File: src/rtl/matrix_scan_bcm_pkg.sv
// matrix_scan_bcm_pkg: shared scan states and width helper for the BCM panel scanner
package matrix_scan_bcm_pkg;
  typedef enum logic [1:0] {ST_SHIFT, ST_WAIT, ST_BLANK, ST_LATCH} scan_state_t;
  function automatic int clog2(input int v);
    int r;
    r = 0;
    for (int i = 0; i < 31; i++) if ((1 << i) < v) r = i + 1;
    return (r < 1) ? 1 : r;
  endfunction
endpackage

File: src/rtl/matrix_scan_bcm_if.sv
// matrix_scan_bcm_if: panel-side signals of the scanner; master is the scanner, slave the panel/fetch side
interface matrix_scan_bcm_if #(
  parameter int COLUMNS        = 64,
  parameter int ROW_ADDR_WIDTH = 4,
  parameter int BIT_DEPTH      = 6
);
  import matrix_scan_bcm_pkg::*;
  logic [7:0]                  global_brightness;
  logic [clog2(COLUMNS)-1:0]   column_address;
  logic [ROW_ADDR_WIDTH-1:0]   row_address;
  logic [ROW_ADDR_WIDTH-1:0]   row_address_active;
  logic [BIT_DEPTH-1:0]        brightness_mask;
  logic                        clk_pixel_load;
  logic                        clk_pixel;
  logic                        row_latch;
  logic                        output_enable;
  logic                        frame_start;
  modport master (
    input  global_brightness,
    output column_address, row_address, row_address_active, brightness_mask,
           clk_pixel_load, clk_pixel, row_latch, output_enable, frame_start
  );
  modport slave (
    output global_brightness,
    input  column_address, row_address, row_address_active, brightness_mask,
           clk_pixel_load, clk_pixel, row_latch, output_enable, frame_start
  );
endinterface

File: src/rtl/matrix_scan_bcm_window_timer.sv
// bcm_window_timer: per-plane display window and brightness-scaled on-time counters, loaded at latch
module bcm_window_timer import matrix_scan_bcm_pkg::*; #(
  parameter int BIT_DEPTH  = 6,
  parameter int BASE_TICKS = 16
) (
  input  logic                        clk_in,
  input  logic                        reset,
  input  logic                        load,
  input  logic [clog2(BIT_DEPTH)-1:0] plane,
  input  logic [7:0]                  brightness,
  output logic                        window_done,
  output logic                        on
);
  localparam int CW = clog2((BASE_TICKS << (BIT_DEPTH - 1)) + 1);
  logic [CW-1:0] win_cnt, on_cnt, win_len;
  logic [CW+8:0] product;
  always_comb begin
    win_len = CW'(BASE_TICKS) << plane;
    product = (CW+9)'(win_len) * (CW+9)'({1'b0, brightness} + 9'd1);
  end
  always_ff @(posedge clk_in) begin
    if (reset) begin
      win_cnt <= '0;
      on_cnt  <= '0;
    end else if (load) begin
      win_cnt <= win_len;
      on_cnt  <= CW'(product >> 8);
    end else begin
      win_cnt <= (win_cnt != '0) ? win_cnt - CW'(1) : win_cnt;
      on_cnt  <= (on_cnt != '0) ? on_cnt - CW'(1) : on_cnt;
    end
  end
  // done also when this is the window's final cycle, so blanking follows with no gap
  assign window_done = win_cnt <= CW'(1);
  assign on          = on_cnt != '0;
endmodule

File: src/rtl/matrix_scan_bcm.sv
// matrix_scan_bcm: HUB75-style row/plane scanner with binary-coded modulation, display overlapping next shift
module matrix_scan_bcm import matrix_scan_bcm_pkg::*; #(
  parameter int COLUMNS        = 64,
  parameter int ROW_ADDR_WIDTH = 4,
  parameter int BIT_DEPTH      = 6,
  parameter int BASE_TICKS     = 16
) (
  input logic                clk_in,
  input logic                reset,
  matrix_scan_bcm_if.master  bus
);
  localparam int CAW = clog2(COLUMNS);
  localparam int PW  = clog2(BIT_DEPTH);
  scan_state_t               state, state_nx;
  logic [CAW-1:0]            col, col_nx;
  logic                      phase_b, phase_b_nx;
  logic [ROW_ADDR_WIDTH-1:0] row, row_nx, row_active, row_active_nx;
  logic [PW-1:0]             plane, plane_nx;
  logic                      run, last_col, last_plane, window_done, on, latch;
  assign last_col   = col == CAW'(COLUMNS - 1);
  assign last_plane = plane == PW'(BIT_DEPTH - 1);
  assign latch      = run && state == ST_LATCH;
  // run holds outputs low during reset and releases the scan one edge later
  always_ff @(posedge clk_in) begin
    if (reset) begin
      state      <= ST_SHIFT;
      col        <= '0;
      phase_b    <= 1'b0;
      row        <= '0;
      row_active <= '0;
      plane      <= '0;
      run        <= 1'b0;
    end else begin
      state      <= state_nx;
      col        <= col_nx;
      phase_b    <= phase_b_nx;
      row        <= row_nx;
      row_active <= row_active_nx;
      plane      <= plane_nx;
      run        <= 1'b1;
    end
  end
  always_comb begin
    state_nx      = state;
    col_nx        = col;
    phase_b_nx    = phase_b;
    row_nx        = row;
    row_active_nx = row_active;
    plane_nx      = plane;
    if (run) begin
      case (state)
        ST_SHIFT: begin
          phase_b_nx = !phase_b;
          col_nx     = phase_b ? (last_col ? '0 : col + CAW'(1)) : col;
          state_nx   = (phase_b && last_col) ? (window_done ? ST_BLANK : ST_WAIT) : ST_SHIFT;
        end
        ST_WAIT:  state_nx = window_done ? ST_BLANK : ST_WAIT;
        ST_BLANK: state_nx = ST_LATCH;
        default: begin
          state_nx      = ST_SHIFT;
          row_active_nx = row;
          plane_nx      = last_plane ? '0 : plane + PW'(1);
          row_nx        = last_plane ? row + ROW_ADDR_WIDTH'(1) : row;
        end
      endcase
    end
  end
  bcm_window_timer #(.BIT_DEPTH(BIT_DEPTH), .BASE_TICKS(BASE_TICKS)) u_timer (
    .clk_in      (clk_in),
    .reset       (reset),
    .load        (latch),
    .plane       (plane),
    .brightness  (bus.global_brightness),
    .window_done (window_done),
    .on          (on)
  );
  assign bus.column_address     = run ? col : '0;
  assign bus.row_address        = run ? row : '0;
  assign bus.row_address_active = run ? row_active : '0;
  assign bus.brightness_mask    = run ? BIT_DEPTH'(1) << plane : '0;
  assign bus.clk_pixel_load     = run && state == ST_SHIFT && !phase_b;
  assign bus.clk_pixel          = run && state == ST_SHIFT && phase_b;
  assign bus.row_latch          = latch;
  assign bus.output_enable      = run && on && state != ST_BLANK && state != ST_LATCH;
  assign bus.frame_start        = bus.clk_pixel_load && col == '0 && row == '0 && plane == '0;
endmodule

File: src/flat_wrapper.sv
// flat-port wrapper written by rule: the top's interface ports become plain ports
module matrix_scan_bcm_flat import matrix_scan_bcm_pkg::*;
#(
  parameter int COLUMNS        = 64,
  parameter int ROW_ADDR_WIDTH = 4,
  parameter int BIT_DEPTH      = 6,
  parameter int BASE_TICKS     = 16
)
  (clk_in, reset, bus_global_brightness, bus_column_address, bus_row_address, bus_row_address_active, bus_brightness_mask, bus_clk_pixel_load, bus_clk_pixel, bus_row_latch, bus_output_enable, bus_frame_start);
  matrix_scan_bcm_if #(.COLUMNS(COLUMNS), .ROW_ADDR_WIDTH(ROW_ADDR_WIDTH), .BIT_DEPTH(BIT_DEPTH)) bus_i ();
  input logic clk_in;
  input logic reset;
  input wire logic [$bits(bus_i.global_brightness)-1:0] bus_global_brightness;
  output wire logic [$bits(bus_i.column_address)-1:0] bus_column_address;
  output wire logic [$bits(bus_i.row_address)-1:0] bus_row_address;
  output wire logic [$bits(bus_i.row_address_active)-1:0] bus_row_address_active;
  output wire logic [$bits(bus_i.brightness_mask)-1:0] bus_brightness_mask;
  output wire logic [$bits(bus_i.clk_pixel_load)-1:0] bus_clk_pixel_load;
  output wire logic [$bits(bus_i.clk_pixel)-1:0] bus_clk_pixel;
  output wire logic [$bits(bus_i.row_latch)-1:0] bus_row_latch;
  output wire logic [$bits(bus_i.output_enable)-1:0] bus_output_enable;
  output wire logic [$bits(bus_i.frame_start)-1:0] bus_frame_start;
  assign bus_i.global_brightness = bus_global_brightness;
  assign bus_column_address = bus_i.column_address;
  assign bus_row_address = bus_i.row_address;
  assign bus_row_address_active = bus_i.row_address_active;
  assign bus_brightness_mask = bus_i.brightness_mask;
  assign bus_clk_pixel_load = bus_i.clk_pixel_load;
  assign bus_clk_pixel = bus_i.clk_pixel;
  assign bus_row_latch = bus_i.row_latch;
  assign bus_output_enable = bus_i.output_enable;
  assign bus_frame_start = bus_i.frame_start;
  matrix_scan_bcm #(.COLUMNS(COLUMNS), .ROW_ADDR_WIDTH(ROW_ADDR_WIDTH), .BIT_DEPTH(BIT_DEPTH), .BASE_TICKS(BASE_TICKS)) u_core (.clk_in(clk_in), .reset(reset), .bus(bus_i));
endmodule
File: config.mk
export PLATFORM = sky130hd
export DESIGN_NAME = matrix_scan_bcm_flat
export DESIGN_NICKNAME = d
export VERILOG_FILES = /design/src/rtl/matrix_scan_bcm_pkg.sv /design/src/rtl/matrix_scan_bcm_if.sv /design/src/rtl/matrix_scan_bcm_window_timer.sv /design/src/rtl/matrix_scan_bcm.sv /design/src/flat_wrapper.sv
export SDC_FILE = /design/constraint.sdc
export NUM_CORES = 1
export LEC_CHECK = 0
export ABC_AREA = 1
export CAP_MARGIN = 0
export CELL_PAD_IN_SITES_DETAIL_PLACEMENT = 1
export CELL_PAD_IN_SITES_GLOBAL_PLACEMENT = 1
export CORE_MARGIN = 2
export CORE_UTILIZATION = 43
export DETAILED_ROUTE_END_ITERATION = 8
export PLACE_DENSITY_LB_ADDON = 0.1
export SLEW_MARGIN = 20
export SYNTH_ARGS = -nofsm -noshare
export SYNTH_HDL_FRONTEND = slang
export SYNTH_SLANG_ARGS = --single-unit
export TNS_END_PERCENT = 30
File: constraint.sdc
create_clock -name clk_in -period 5.34 [get_ports clk_in]
set_clock_uncertainty 0.2 [all_clocks]
set_input_delay 0.534 -clock clk_in [delete_from_list [all_inputs] [get_ports clk_in]]
set_output_delay 0.534 -clock clk_in [all_outputs]
set_load 0.01 [all_outputs]
* Word level (Yosys, flattened, before mapping)
Index checks and enable logic that the tools add are counted.
** Operators by class
- Add/subtract/negate cells :: 6
- Multiply operators :: 1
- Div/mod/pow operators :: 0
- Order comparisons :: 1
- Equality and inequality tests :: 7
- Shift operators :: 2
- Mux-type cells :: 14
- Bitwise logic cells :: 1
- Reductions and logical operators :: 25
** Operator list (count)
- $mux 10 :: 4
- $reduce_bool 10->1 :: 2
- $sub 10x1->10 const B :: 2
- $mul 10x9->18 :: 1
- $mux 6 :: 3
- $logic_and 1x1->1 :: 11
- $le 10x1->1 const B :: 1
- $shl 5x3->10 const A :: 1
- $add 8x1->9 const B :: 1
- $mux 4 :: 2
- $add 6x1->6 const B :: 1
- $eq 6x6->1 const B :: 1
- $logic_not 6->1 :: 1
- $pmux 2 s3 :: 1
- $reduce_and 3->1 :: 2
- $shl 1x3->6 const A :: 1
- $add 4x1->4 const B :: 1
- $eq 2x2->1 const B :: 2
- $logic_not 4->1 :: 1
- $mux 2 :: 2
- $ne 2x2->1 const B :: 2
- $reduce_and 2->1 :: 2
- $reduce_bool 2->1 :: 2
- $add 3x1->3 const B :: 1
- other kinds (9) :: 9
** Storage, ports and cells
- Bits in registers :: 41
- Latch bits :: 0
- RAM bits :: 0
- ROM bits :: 0
- Bits of input ports :: 10
- Output and inout port bits :: 25
- Word-level logic and storage cells :: 66
- Memories :: 0

* Longest topological paths before layout
Gate-level depths: netlist of the first run.
- Depth after elaboration :: 6
- Gate-level depth with buffers :: 25
- Gate-level depth less buffers :: 25

* By module
Synthesis of the first run repeated with hierarchy kept, for this count alone.
** Unflattened totals
- Cells, all modules :: 630
- Area, all modules :: 4225.3 µm²
** By module, submodules not included
- bcm_window_timer :: instances 1, cells each 444, area each 3020.4 µm², sequential area each 400.4 µm²
- matrix_scan_bcm :: instances 1, cells each 186, area each 1204.9 µm², sequential area each 420.4 µm²

* Least setup slack after synthesis of the first run
No wires, ideal clock.
- Path type :: input to register
- From :: input port bus_global_brightness[0]
- To :: register u_core.u_timer.on_cnt[5]
- Arrival time :: 4.584 ns
- Data required time :: 5.069 ns
- Slack :: 0.486 ns
- Stages on the path :: 21
- Cells stage by stage :: inv_1 > nor2_1 > nand3_1 > nand3b_1 > xor2_1 > inv_1 > nand2_1 > fa_1 > fa_1 > inv_1 > fa_1 > inv_1 > fa_1 > inv_1 > ha_1 > a21oi_1 > nand2_1 > a21oi_1 > xnor2_1 > nand2_1 > a21oi_1
** On the way
- Cells in the longest elaborated chain, start to end :: 3
** Ends and longest elaborated chain
- start, declared :: RTL line flat_wrapper.sv:13 : input wire logic [$bits(bus_i.global_brightness)-1:0] bus_global_brightness;
- $add 8x1->9 :: RTL line matrix_scan_bcm_window_timer.sv:19 : product = (CW+9)'(win_len) * (CW+9)'({1'b0, brightness} + 9'd1);
- $mul 10x9->18 :: RTL line matrix_scan_bcm_window_timer.sv:19
- $mux 10 :: RTL line matrix_scan_bcm_window_timer.sv:25 : end else if (load) begin
- end signal, assigned :: RTL line matrix_scan_bcm_window_timer.sv:27 : on_cnt <= CW'(product >> 8);
- end signal, assigned :: RTL line matrix_scan_bcm_window_timer.sv:30 : on_cnt <= (on_cnt != '0) ? on_cnt - CW'(1) : on_cnt;
- end, declared :: RTL line matrix_scan_bcm_window_timer.sv:15 : logic [CW-1:0] win_cnt, on_cnt, win_len;
No other way between the ends.
A chain may end at the register's enable or synchronous reset.

* Final worst setup path of the first run
- From :: input port bus_global_brightness[3]
- To :: register u_core.u_timer.on_cnt[7]
Same word-level chain as after synthesis.

==> impl_summary.log, run 1 <==
[metrics] DRT Pass-1 Iters: 4
[metrics] clock power share: 16.9%
[metrics] DRC violation count after routing: 0
[metrics] number of buffers created by CTS: 5
[metrics] vias in the first global route: 4140
[metrics] worst hold path type: register to register
[metrics] floorplan core area: 0.00920 sq mm
[metrics] placer's final routability congestion estimate: 0.829
[metrics] clock latency at the later pin of the worst-skew pair: 0.30 ns
[metrics] Final period util: 91.6%
[metrics] Static Leak: 0.00249 uW
[metrics] mean instance size in the synthesized netlist: 6.93 sq um
[metrics] Final Critical Period: 4.89 ns
[metrics] part of the Yosys area used for sequential elements: 20.1%
[metrics] PD cells: 259 mW/mm^2
[metrics] DR vias/cell: 5.13
[metrics] number of sinks handled by clock tree synthesis: 41
[metrics] effective utilization at floorplan: 44.3%
[metrics] worst vdd ir: 0.110 mV
[metrics] count of mapped cells out of synthesis: 588
[metrics] setup violators final: 0
[metrics] GR Util met3: 1.31%
[metrics] maximum number of pins on one net before global-route repair: 27
[metrics] reg2reg setup slack: 0.76 ns
[metrics] CTS Buffer Depth: 2
[metrics] Internal: 698 uW
[metrics] Worst R2R Path Depth: 15
[metrics] slew at the pin closest to its max-slew limit: 0.889 ns
[metrics] worst slew margin relative to its limit: 40.6%
[metrics] startpoint of the most critical setup path: bus_global_brightness[3]
[metrics] Arr. time, crit path: 4.95 ns
[metrics] Reg-to-Reg Start: u_core.plane[0]
[metrics] Synthesized Nets: 665
[metrics] x dimension of the die: 101 um
[metrics] post-synthesis instance area: 0.00408 sq mm
[metrics] part of the power in registers: 34.4%
[metrics] ANT cells: 0
[metrics] part of the total power dissipated in combinational logic: 48.7%
[metrics] hold violation count in the final report: 0
[metrics] number of flops mapped to enable cells by yosys: 0
[metrics] final global-route overflow total: 0
[metrics] chip height: 101 um
[metrics] outcome: finished, final reports clean
[metrics] root buffer selected by CTS: sky130_fd_sc_hd__clkbuf_8
[metrics] floorplan die area: 0.0103 sq mm
[metrics] count of nets left with antenna violations after detail routing: 0
[metrics] total net switching power: 560 uW
[metrics] half-perimeter wire length after detailed placement: 9.02 mm
[metrics] fraction of final layout cells with drive strength greater than 1: 10.4%
[metrics] TritonCTS clock tree: done
[metrics] peak fanout along the critical path: 5
[metrics] Iter 0 DRT Violations: 94
[metrics] register bit count reported by yosys: 41
[metrics] via count: 3884
[metrics] terminus of the critical flop-to-flop path: u_core.u_timer.on_cnt[8]
[metrics] Post-synth ARST share: 0%
[metrics] nature of the critical path endpoint: register
[metrics] initial antenna violation count: 0
[metrics] H-tree depth: 2
[metrics] YS warnings: 0
[metrics] met2 Use GR: 43.0%
[metrics] std cell rows: 35
[metrics] global-route met1 utilization: 30.2%
[metrics] f_max: 204 MHz
[metrics] global-route wire length before repair: 19.3 mm
[metrics] critical path class: primary input to register
[metrics] final number of max-transition violations: 0
[metrics] post-synthesis cell type count: 42
[metrics] wire per inst: 14.7 um
[metrics] final wirelength: 11.1 mm
[metrics] number of instances in the placed design: 748
[metrics] setup repair after global routing missed its margin: no
[metrics] smallest hold slack: 0.264 ns
[metrics] data required time at the worst endpoint: 5.39 ns
[metrics] number of top-level design ports: 35
[metrics] GRT busiest layer: met2
[metrics] max-cap violations: 0
[metrics] Sw Share: 44.5%
[metrics] most instantiated flip-flop cell in the synthesis netlist: sky130_fd_sc_hd__dfxtp_1
[metrics] port buffer count: 34
[metrics] clock transition at the registers of the reported paths: 0.09 ns
[metrics] Total Routing Usage GR: 23.3%
[metrics] layout-stage area growth over the synthesis result: 19.2%
[metrics] element type at the critical path start: primary input
[metrics] layout net count: 722
[metrics] worst setup path endpoint: u_core.u_timer.on_cnt[7]
[metrics] Post-Layout Cell Count: 757
[final cells by class]
type,instances,area [sq um]
clock buffers,5,68.8
clock inverters,3,17.5
fillers,1229,4340
inverters,128,480
multi-input cells,410,2790
flip-flops and latches,41,821
well taps,111,139
repair buffers,59,536
[worst min path at each step]
stage | depth (start not counted) | slack (ns) | start | endpoint
after global routing | 2 | 0.30 | u_core.row_active[3] | u_core.row_active[3]
after floorplan | 2 | 0.23 | u_core.row_active[0] | u_core.row_active[0]
final | 2 | 0.26 | u_core.row_active[1] | u_core.row_active[1]
after detailed placement | 2 | 0.25 | u_core.row_active[1] | u_core.row_active[1]
after CTS | 2 | 0.27 | u_core.row_active[1] | u_core.row_active[1]
after global placement | 2 | 0.24 | u_core.row_active[3] | u_core.row_active[3]
[routing by layer]
layer	share of wire, %	up-vias
met3	1.1	7
met2	51	41
met4	0.80	0
met1	47	1895
met5	0	-
li1	-	1941
[power by group through the flow]
stage | registers (uW) | logic [uW] | clock network (uW)
2_1_floorplan | 422 | 454 | 0
3_3_place_gp | 434 | 575 | 0
3_5_place_dp | 439 | 602 | 0
4_1_cts | 432 | 608 | 219
5_1_grt | 442 | 701 | 232
6_report | 432 | 613 | 213
[critical path, stage by stage]
cell and delay, ns:
sky130_fd_sc_hd__clkdlybuf4s50_1 0.49, sky130_fd_sc_hd__inv_1 0.08, sky130_fd_sc_hd__nor2_2 0.14, sky130_fd_sc_hd__buf_4 0.16, sky130_fd_sc_hd__xnor2_2 0.13, sky130_fd_sc_hd__buf_4 0.18, sky130_fd_sc_hd__nor2_1 0.06, sky130_fd_sc_hd__fa_1 0.43
sky130_fd_sc_hd__fa_1 0.55, sky130_fd_sc_hd__inv_1 0.05, sky130_fd_sc_hd__fa_1 0.46, sky130_fd_sc_hd__fa_1 0.54, sky130_fd_sc_hd__inv_1 0.04, sky130_fd_sc_hd__ha_2 0.36, sky130_fd_sc_hd__nand2_1 0.09, sky130_fd_sc_hd__buf_4 0.14
sky130_fd_sc_hd__nor2_1 0.10, sky130_fd_sc_hd__nand2_1 0.08, sky130_fd_sc_hd__a21o_1 0.17, sky130_fd_sc_hd__nand3_1 0.06, sky130_fd_sc_hd__nand2_1 0.05, sky130_fd_sc_hd__nand2_1 0.05
[synthesized netlist by cell type, types with 2 or more instances]
| master | n | area (sq um) |
|---|---|---|
| sky130_fd_sc_hd__nand3b_1 | 2 | 15.0 |
| sky130_fd_sc_hd__a21oi_1 | 35 | 175 |
| sky130_fd_sc_hd__nor2_4 | 3 | 33.8 |
| sky130_fd_sc_hd__ha_1 | 39 | 488 |
| sky130_fd_sc_hd__nor2_1 | 67 | 251 |
| sky130_fd_sc_hd__nand3_1 | 25 | 125 |
| sky130_fd_sc_hd__fa_1 | 28 | 561 |
| sky130_fd_sc_hd__o21ai_0 | 22 | 110 |
| sky130_fd_sc_hd__nand4_1 | 7 | 43.8 |
| sky130_fd_sc_hd__o31ai_1 | 4 | 30.0 |
| sky130_fd_sc_hd__dfxtp_1 | 41 | 821 |
| sky130_fd_sc_hd__xor2_1 | 11 | 96.3 |
| sky130_fd_sc_hd__nor3_1 | 11 | 55.1 |
| sky130_fd_sc_hd__clkbuf_1 | 6 | 22.5 |
| sky130_fd_sc_hd__nor2_2 | 4 | 25.0 |
| sky130_fd_sc_hd__a211oi_1 | 6 | 45.0 |
| sky130_fd_sc_hd__nand2_2 | 3 | 18.8 |
| sky130_fd_sc_hd__nand2_1 | 117 | 439 |
| sky130_fd_sc_hd__xnor2_1 | 6 | 52.6 |
| sky130_fd_sc_hd__inv_2 | 4 | 15.0 |
| sky130_fd_sc_hd__inv_1 | 124 | 465 |
| sky130_fd_sc_hd__nor4_1 | 2 | 12.5 |
| sky130_fd_sc_hd__buf_2 | 2 | 10.0 |
[registers in the layout (all words and copies together), names as in the netlist]
| name | count |
|---|---|
| u_core.u_timer.on_cnt | 10 |
| u_core.plane | 3 |
| u_core.col | 6 |
| u_core.phase_b | 1 |
| u_core.run | 1 |
| u_core.row | 4 |
| u_core.state | 2 |
| u_core.row_active | 4 |
| u_core.u_timer.win_cnt | 10 |
[per-stage QoR]
step | cell area (sq um) | total power, uW | TNS (ns) | setup WS, ns | utilization [%]
4_1_cts | 4780 | 1260 | 0 | 0.0496 | 52.0
3_3_place_gp | 4690 | 1010 | -0.366 | -0.104 | 51.0
2_1_floorplan | 4080 | 876 | 0 | 0.486 | -
3_5_place_dp | 4690 | 1040 | -1.16 | -0.254 | 51.0
6_report | 4860 | 1260 | 0 | 0.448 | 52.8
5_1_grt | 4860 | 1370 | 0 | 0.148 | 52.8
[kinds of logic (layout without fill, tap and decap cells)]
logic type	count (synthesis)	after routing	share of synthesized area [%]
AND/OR/NAND/NOR	247	247	26.7
buffers and inverters	137	195	12.8
AO/OA/AOI/OAI	77	77	10.7
adder cells (fa/ha/maj)	67	67	25.7
flip-flops	41	41	20.1
XOR/XNOR	17	17	3.65
other	1	1	0.0920
multiplexers	1	1	0.246
[placed cells by master (no fill, tap or decap), types with 22 or more instances in the layout]
| master | synthesis | routed |
|---|---|---|
| sky130_fd_sc_hd__inv_1 | 124 | 123 |
| sky130_fd_sc_hd__nand2_1 | 117 | 115 |
| sky130_fd_sc_hd__nor2_1 | 67 | 65 |
| sky130_fd_sc_hd__dfxtp_1 | 41 | 41 |
| sky130_fd_sc_hd__ha_1 | 39 | 36 |
| sky130_fd_sc_hd__a21oi_1 | 35 | 31 |
| sky130_fd_sc_hd__clkdlybuf4s50_1 | 0 | 31 |
| sky130_fd_sc_hd__fa_1 | 28 | 28 |
| sky130_fd_sc_hd__buf_4 | 1 | 25 |
| sky130_fd_sc_hd__nand3_1 | 25 | 23 |
| sky130_fd_sc_hd__o21ai_0 | 22 | 22 |
[repair_timing]
item                                    4_1_cts  5_1_grt
hold endpoints to repair                      0        0
endpoints found under the setup margin        0        6
resized for setup                             0       18
setup buffers                                 0        1
hold buffers                                  0        0
(Power assumes the default switching activity.)
==> inputs of run 2 (changes only) <==
--- a/config.mk
+++ b/config.mk
@@ -10,8 +10,10 @@
 export CELL_PAD_IN_SITES_DETAIL_PLACEMENT = 1
 export CELL_PAD_IN_SITES_GLOBAL_PLACEMENT = 1
 export CORE_MARGIN = 2
-export CORE_UTILIZATION = 43
+export CORE_UTILIZATION = 44
+export CTS_BUF_LIST = sky130_fd_sc_hd__clkbuf_2 sky130_fd_sc_hd__clkbuf_4 sky130_fd_sc_hd__clkbuf_8
 export DETAILED_ROUTE_END_ITERATION = 8
+export GPL_TIMING_DRIVEN = 0
 export PLACE_DENSITY_LB_ADDON = 0.1
 export SLEW_MARGIN = 20
 export SYNTH_ARGS = -nofsm -noshare
==> impl_summary.log, run 2 (synthesis results as in run 1) <==
[metrics] outcome: finished, final reports clean
[metrics] reg2reg setup slack: 0.50 ns
[metrics] maximum number of pins on one net before global-route repair: 13
[metrics] hold violation count in the final report: 0
[metrics] fraction of final layout cells with drive strength greater than 1: 8.96%
[metrics] critical path class: primary input to register
[metrics] final number of max-transition violations: 0
[metrics] Sw Share: 43.2%
[metrics] Fin Setup TNS: 0 ns
[metrics] Arr. time, crit path: 5.07 ns
[metrics] placer's final routability congestion estimate: 0.806
[metrics] half-perimeter wire length after detailed placement: 9.10 mm
[metrics] clock transition at the registers of the reported paths: 0.08 ns
[metrics] via count: 3909
[metrics] dominant delay contributor by cell family on the critical path: adder cells
[metrics] number of top-level design ports: 35
[metrics] Final Critical Period: 5.04 ns
[metrics] ANT cells: 0
[metrics] clock power share: 18.2%
[metrics] clock latency at the later pin of the worst-skew pair: 0.29 ns
[metrics] Worst path depth: 25
[metrics] Final period util: 94.4%
[metrics] part of the total power dissipated in combinational logic: 47.9%
[metrics] Bufs and invs on worst path: 8
[metrics] f_max: 198 MHz
[metrics] Worst R2R Path Depth: 24
[metrics] Total Routing Usage GR: 23.8%
[metrics] final setup margin: 0.301 ns
[metrics] count of nets left with antenna violations after detail routing: 0
[metrics] floorplan die area: 0.0100 sq mm
[metrics] x dimension of the die: 100 um
[metrics] number of cells traversed by the worst hold path: 2
[metrics] Post-Place Worst Slack: -0.586 ns
[metrics] final wirelength: 11.3 mm
[metrics] number of buffers created by CTS: 5
[metrics] number of sinks handled by clock tree synthesis: 41
[metrics] setup repair after global routing missed its margin: no
[metrics] worst setup path endpoint: u_core.u_timer.on_cnt[9]
[metrics] element type at the critical path start: primary input
[metrics] worst slew margin relative to its limit: 58.8%
[metrics] part of the power in registers: 33.9%
[metrics] fill count: 1204
[metrics] chip height: 100 um
[metrics] nature of the critical path endpoint: register
[metrics] TritonCTS clock tree: done
[metrics] terminus of the critical flop-to-flop path: u_core.u_timer.on_cnt[9]
[metrics] startpoint of the most critical setup path: bus_global_brightness[3]
[metrics] initial antenna violation count: 0
[metrics] DRT Pass-1 Iters: 4
[metrics] floorplan core area: 0.00911 sq mm
[metrics] effective utilization at floorplan: 44.7%
[metrics] leading cell types in the layout, fill and taps excluded: 121 x sky130_fd_sc_hd__inv_1, 115 x sky130_fd_sc_hd__nand2_1, 65 x sky130_fd_sc_hd__nor2_1
[metrics] hold_buf cts: 0
[metrics] max-cap violations: 0
[metrics] vias in the first global route: 4101
[metrics] peak fanout along the critical path: 5
[metrics] layout net count: 712
[metrics] root buffer selected by CTS: sky130_fd_sc_hd__clkbuf_8
[metrics] Static Leak: 0.00246 uW
[metrics] total net switching power: 547 uW
[metrics] wire per inst: 15.2 um
[metrics] Critical Path Max Stage Delay: 0.55 ns
[metrics] standard cell with the maximum stage delay on the critical path: sky130_fd_sc_hd__fa_1
[metrics] global-route wire length before repair: 19.4 mm
[metrics] Regs by FF count: u_core.u_timer.on_cnt: 10 flops, u_core.u_timer.win_cnt: 10 flops, u_core.col: 6 flops
[metrics] H-tree depth: 2
[metrics] Iter 0 DRT Violations: 120
[metrics] setup violators final: 0
[metrics] PD cells: 262 mW/mm^2
[metrics] most common library cell in the layout ignoring fill and taps: sky130_fd_sc_hd__inv_1
[metrics] data required time at the worst endpoint: 5.37 ns
[metrics] worst hold path type: register to register
[metrics] worst vdd ir: 0.105 mV
[metrics] final global-route overflow total: 0
[metrics] Internal: 718 uW
[metrics] DRC violation count after routing: 0
[metrics] port buffer count: 33
[metrics] layout-stage area growth over the synthesis result: 18.6%
[metrics] slew at the pin closest to its max-slew limit: 0.613 ns
[metrics] DR vias/cell: 5.23
[metrics] Reg-to-Reg Start: u_core.plane[2]
[metrics] std cell rows: 35
[metrics] CTS Buffer Depth: 2
==> run 2: what timing repair did <==
item	in CTS	in global routing
gates resized for setup	10	21
pin swaps	3	8
setup endpoints to repair	6	6
setup buffers	1	6
==> run 2: per-layer routing <==
metal	share of wire, %	GRT usage (%)
met1	43	28.6
met2	53	45.1
met3	1.7	1.60
met4	2.6	7.48
met5	0	0
==> run 2: final cells by class <==
| class | count | area [sq um] | share of cell area [%] |
|---|---|---|---|
| multi-input combinational | 410 | 2860 | 59.1 |
| timing repair buffer | 40 | 395 | 8.18 |
| clock inverter | 1 | 5.00 | 0.104 |
| inverter | 128 | 480 | 9.94 |
| clock buffer | 7 | 96.3 | 1.99 |
| sequential | 41 | 821 | 17.0 |
| tap | 111 | 139 | 2.87 |
| buffer | 9 | 40.0 | 0.828 |
==> run 2: power by group through the flow <==
stage / registers, uW / clock network (uW) / logic, uW
2_1_floorplan: 422 / 0 / 454
3_3_place_gp: 432 / 0 / 568
3_5_place_dp: 436 / 0 / 586
4_1_cts: 428 / 233 / 600
5_1_grt: 437 / 246 / 694
6_report: 429 / 230 / 606
==> run 2: worst min-delay path by stage <==
stage	endpoint	from	slack (ns)
floorplan	u_core.row_active[0]	u_core.row_active[0]	0.23
global placement	u_core.row_active[0]	u_core.row_active[0]	0.25
detailed placement	u_core.row_active[0]	u_core.row_active[0]	0.25
CTS	u_core.row_active[1]	u_core.row_active[1]	0.28
global route	u_core.row_active[1]	u_core.row_active[1]	0.30
finish	u_core.row_active[1]	u_core.row_active[1]	0.28
==> run 2: tightest hold or removal path: cells and delay by family (launching register included) <==
kind	cells	cell delay (ns)
and+or+nand+nor	1	0.06
DFF	1	0.35
AOI/OAI and AO/OA	1	0.05
==> run 2: per-stage QoR <==
step / area [sq um] / instances / util, % / power (uW) / hold slack, ns
floorplan: 4080 / 588 / - / 876 / 0.229
global placement: 4540 / 732 / 49.9 / 999 / 0.246
detailed placement: 4540 / 732 / 49.9 / 1020 / 0.247
CTS: 4700 / 741 / 51.6 / 1260 / 0.278
global route: 4830 / 747 / 53.1 / 1380 / 0.304
finish: 4830 / 747 / 53.1 / 1270 / 0.283
